--- src/rtl/product_accumulator.sv ---
// Frame accumulator placed after the 8x8 multiplier: sums LEN unsigned products
// into an ACC_W-bit total with a sticky carry-out flag, then holds the result.
module product_accumulator #(
  parameter int PROD_W = 16,
  parameter int ACC_W  = 24,
  parameter int LEN_W  = 8
) (
  input  logic              i_clk,
  input  logic              i_rst_n,
  input  logic              i_start,
  input  logic [LEN_W-1:0]  i_len,
  input  logic              i_in_valid,
  output logic              o_in_ready,
  input  logic [PROD_W-1:0] i_in_prod,
  output logic              o_out_valid,
  input  logic              i_out_ready,
  output logic [ACC_W-1:0]  o_out_sum,
  output logic              o_out_ovf,
  output logic              o_busy
);

  localparam logic [1:0] S_IDLE  = 2'd0;
  localparam logic [1:0] S_ACCUM = 2'd1;
  localparam logic [1:0] S_HOLD  = 2'd2;

  logic [1:0]       r_state;
  logic [1:0]       w_state_nxt;
  logic [LEN_W-1:0] r_cnt;
  logic [ACC_W-1:0] r_acc;
  logic             r_ovf;
  logic             r_in_ready;
  logic             r_out_valid;
  logic             r_busy;
  logic             w_xfer;
  logic             w_last;
  logic [ACC_W:0]   w_sum;

  assign w_xfer = i_in_valid & r_in_ready;
  assign w_last = (r_cnt == {{(LEN_W-1){1'b0}}, 1'b1});
  // One extra bit so the carry out of the accumulator can feed the sticky flag.
  assign w_sum  = {1'b0, r_acc} + {{(ACC_W+1-PROD_W){1'b0}}, i_in_prod};

  // Next-state selection for the IDLE / ACCUM / HOLD sequence.
  always_comb begin
    w_state_nxt = r_state;
    case (r_state)
      S_IDLE: begin
        if (i_start) begin
          if (i_len == {LEN_W{1'b0}}) begin
            w_state_nxt = S_HOLD;
          end else begin
            w_state_nxt = S_ACCUM;
          end
        end else begin
          w_state_nxt = S_IDLE;
        end
      end
      S_ACCUM: begin
        if (w_xfer && w_last) begin
          w_state_nxt = S_HOLD;
        end else begin
          w_state_nxt = S_ACCUM;
        end
      end
      S_HOLD: begin
        if (i_out_ready) begin
          w_state_nxt = S_IDLE;
        end else begin
          w_state_nxt = S_HOLD;
        end
      end
      default: w_state_nxt = S_IDLE;
    endcase
  end

  // State plus handshake flags, registered off the next state so they carry no input path.
  always_ff @(posedge i_clk or negedge i_rst_n) begin
    if (!i_rst_n) begin
      r_state     <= S_IDLE;
      r_in_ready  <= 1'b0;
      r_out_valid <= 1'b0;
      r_busy      <= 1'b0;
    end else begin
      r_state     <= w_state_nxt;
      r_in_ready  <= (w_state_nxt == S_ACCUM);
      r_out_valid <= (w_state_nxt == S_HOLD);
      r_busy      <= (w_state_nxt != S_IDLE);
    end
  end

  // Accumulator, sticky overflow and remaining-count datapath.
  always_ff @(posedge i_clk or negedge i_rst_n) begin
    if (!i_rst_n) begin
      r_acc <= {ACC_W{1'b0}};
      r_ovf <= 1'b0;
      r_cnt <= {LEN_W{1'b0}};
    end else if ((r_state == S_IDLE) && i_start) begin
      r_acc <= {ACC_W{1'b0}};
      r_ovf <= 1'b0;
      r_cnt <= i_len;
    end else if ((r_state == S_ACCUM) && w_xfer) begin
      r_acc <= w_sum[ACC_W-1:0];
      r_ovf <= r_ovf | w_sum[ACC_W];
      r_cnt <= r_cnt - {{(LEN_W-1){1'b0}}, 1'b1};
    end else begin
      r_acc <= r_acc;
      r_ovf <= r_ovf;
      r_cnt <= r_cnt;
    end
  end

  assign o_in_ready  = r_in_ready;
  assign o_out_valid = r_out_valid;
  assign o_busy      = r_busy;
  assign o_out_sum   = r_acc;
  assign o_out_ovf   = r_ovf;

endmodule

--- config.mk ---
export PLATFORM = sky130hd
export DESIGN_NAME = product_accumulator
export DESIGN_NICKNAME = d
export VERILOG_FILES = /design/src/rtl/product_accumulator.sv
export SDC_FILE = /design/constraint.sdc
export NUM_CORES = 1
export LEC_CHECK = 0
export CELL_PAD_IN_SITES_DETAIL_PLACEMENT = 1
export CELL_PAD_IN_SITES_GLOBAL_PLACEMENT = 2
export CORE_MARGIN = 8
export CORE_UTILIZATION = 32
export DETAILED_ROUTE_END_ITERATION = 8
export PLACE_DENSITY = 0.94
export SLEW_MARGIN = 10
export SYNTH_ARGS = -nofsm -noshare
export SYNTH_HDL_FRONTEND = slang
export SYNTH_SLANG_ARGS = --single-unit
--- constraint.sdc ---
create_clock -name i_clk -period 5.15 [get_ports i_clk]
set_input_delay 0.515 -clock i_clk [delete_from_list [all_inputs] [get_ports i_clk]]
set_output_delay 0.515 -clock i_clk [all_outputs]
set_load 0.01 [all_outputs]
==> flow_summary.yaml <==
placement:
  gp_congestion: 0.849
  hpwl_mm: 5.84
  io_buffers: 56
status:
  status: "complete, no violations"
critical_path:
  required_ns: 5.37
  crit_type: "input port to flop"
  startpoint_type: "input port"
  worstPathMaxFanout: 6
  worstSetupEndpointType: "flop"
  cp_data_arrival_time_ns: 3.26
clock_tree:
  clkSinkCount: 38
  ctsHoldBuffers: 0
  numCtsBuffers: 5
  cts-htree-levels: 2
  insertion_delay_ns: 0.31
  cts_resized: 0
  postCtsSetupRepairBufs: 0
  clk_pin_slew_ns: 0.09
  cts_tree: "built"
  cts_buffer_depth: 2
  cts_root_buf: "clkbuf_8"
cells_and_area:
  drive_gt1_share_pct: 5.78
  multi_input_area_um2: 1510
  fillerInstances: 931
  area_growth_pct: 30.7
  seqCellArea_um2: 951
  finish.utilization_pct: 43.1
  nets: 393
  diodes: 0
sta:
  finClkSkew_ns: 0.0135
  slew_headroom_pct: 39.1
  grt_setup_unrepaired: "no"
  fin_setup_tns_ns: 0
  period_share_pct: 59.0
  setup_violations: 0
  timing.final.max_slew_violations: 0
  tightest_slew_ns: 0.913
  finalHoldViolCount: 0
  fmax_mhz: 329
  fin_crit_ns: 3.04
floorplanning:
  dieArea_um2: 11000
  num_io_pins: 57
  start_util_pct: 33.0
  rows: 32
  fp.dieW_um: 105
  chipHeight_um: 105
  core_um2: 7690
power:
  leakagePower_uw: 0.00140
  power_density_nw_per_um2: 548
  power.switching_uw: 765
  p_int_uw: 1050
  pwr-share-comb_pct: 54.6
  pwr-share-seq_pct: 28.0
  clkPwrFrac_pct: 17.4
  ir_worst_vdd_v: 0.000232
  swShare_pct: 42.1
logic_synthesis:
  synth_nets: 342
  synth_edf_count: 0
  synth_warnings: 0
  synth_seq_cells: 38
  synth-main-ff-cell: "dfrtp_1"
  syn_area_um2: 2540
  synthArstFlopShare_pct: 100
  ys_seq_area_share_pct: 37.5
  synth.distinct_cells: 47
  syn_avg_cell_area_um2: 8.63
  synth_cells: 294
global_route:
  grt_start_max_net_pins: 39
  grt_first_pass_wirelength_mm: 13.0
  grtUsageTotal_pct: 14.1
  first_global_vias: 2711
  grt_overflow: 0
  grt_antenna_before_repair: 0
job:
  maxCapViolations: 0
routing:
  drc: 0
  avgViaCountPerCell: 5.43
  wirelength_mm: 7.62
  wl_per_cell_um: 17.0
  vias: 2432
  drt_iter0_drc: 71
  firstDrtPassIters: 4
  ant_nets: 0
hold_path:
  hp-class: "input port to async pin"
state kept, by name, indices dropped and copies added (netlist names):
register,flops
o_out_sum,24
r_cnt,8
r_state,2
o_busy,1
o_in_ready,1
o_out_ovf,1
o_out_valid,1
cell usage after synthesis (3+ instances only):
cell / n / area share [%]
o211ai_1: 3 / 0.89
nand2b_1: 3 / 0.74
nor2b_1: 5 / 1.2
inv_1: 6 / 0.89
a21o_1: 4 / 1.2
o21bai_1: 4 / 1.2
a31oi_1: 3 / 0.74
and3_1: 4 / 0.99
nor2_1: 14 / 2.1
nor4_1: 3 / 0.74
a31o_2: 4 / 1.4
nor3_1: 5 / 0.99
nand3_1: 7 / 1.4
dfrtp_1: 38 / 37
nand2_1: 42 / 6.2
clkbuf_1: 10 / 1.5
xnor2_1: 6 / 2.1
nand4_1: 4 / 0.99
a21oi_1: 29 / 5.7
or3_1: 5 / 1.2
o21ai_0: 35 / 6.9
ha_1: 18 / 8.9
o311ai_0: 3 / 1.0
xor2_1: 8 / 2.8
stage by stage:
stage | setup WS, ns | hold WS [ns] | cell area (µm²) | total power (µW) | cells
finish | 2.11 | 0.324 | 3320 | 1820 | 448
global route | 1.95 | 0.409 | 3320 | 1970 | 448
CTS | 2.13 | 0.372 | 3320 | 1840 | 448
detailed placement | 1.79 | 0.507 | 3180 | 1500 | 440
global placement | 1.99 | 0.493 | 3180 | 1470 | 440
floorplan | 2.70 | 0.219 | 2540 | 1140 | 294
metal layers:
layer  wire length [µm]  share of wire, %  track usage, %
met1               3540                46            16.9
met2               3720                49            24.8
met3                287               3.8            3.01
met4                 77               1.0            3.77
met5                  0                 0               0
cell families (layout without fill, tap and decap cells):
family	Yosys count	after routing	share of synthesized area, %
AND/OR/NAND/NOR	101	101	20.0
adder cells (fa/ha/maj)	19	19	9.66
flip-flops	38	38	37.5
buffers and inverters	20	72	3.16
AO/OA/AOI/OAI	101	101	24.5
multiplexers	1	1	0.394
XOR/XNOR	14	14	4.83
worst paths after layout:
kind / startpoint / endpoint / slack [ns] / depth (start not counted)
worst min-delay path: i_rst_n / o_busy / 0.32 / 1
worst min register to register: o_out_ovf / o_out_ovf / 0.51 / 1
worst max register to register: o_out_sum[0] / o_out_sum[20] / 2.40 / 9
worst max-delay path: i_in_prod[0] / o_out_sum[20] / 2.11 / 10
max in group asynchronous: i_rst_n / o_out_sum[12] / 4.24 / 1
min in group i_clk: o_out_ovf / o_out_ovf / 0.51 / 1
layout make-up:
| type | instances | area share (%) |
|---|---|---|
| tap | 102 | 3.85 |
| multi-input combinational | 236 | 45.4 |
| timing repair buffer | 58 | 17.2 |
| clock inverter | 3 | 2.08 |
| inverter | 6 | 0.679 |
| clock buffer | 5 | 2.08 |
| sequential | 38 | 28.7 |
worst max-delay path, cell delays in order:
cell and delay, ns:
clkdlybuf4s50_1 0.47, ha_1 0.20, inv_1 0.07, fa_1 0.41, nor2b_1 0.17, o2111ai_1 0.29, a311oi_1 0.44, o21ai_0 0.21
or3_1 0.34, a21oi_1 0.16
layout by cell type (no fill, tap or decap), types with 2 or more instances in the layout:
cell type         n
a211o_1           2
a211oi_1          2
a21o_1            4
a21oi_1          29
a221o_1           2
a22o_1            2
a31o_2            4
a31oi_1           3
and3_1            4
buf_4             2
bufinv_16         2
clkbuf_8          5
clkdlybuf4s50_1  55
dfrtp_1          38
ha_1             18
inv_1             6
nand2_1          42
nand2b_1          3
nand3_1           7
nand4_1           4
nand4b_1          2
nor2_1           14
nor2b_1           5
nor3_1            5
nor4_1            3
o211ai_1          3
o21a_1            2
o21ai_0          35
o21bai_1          4
o311ai_0          3
or3_1             5
xnor2_1           6
xor2_1            8
power by group through the flow:
stage	logic (µW)	registers (µW)	clock network [µW]
floorplan	619	522	0
global placement	967	508	0
detailed placement	990	515	0
CTS	1000	509	326
global route	1110	526	340
finish	991	508	317
Power figures use the tool's default switching activity.
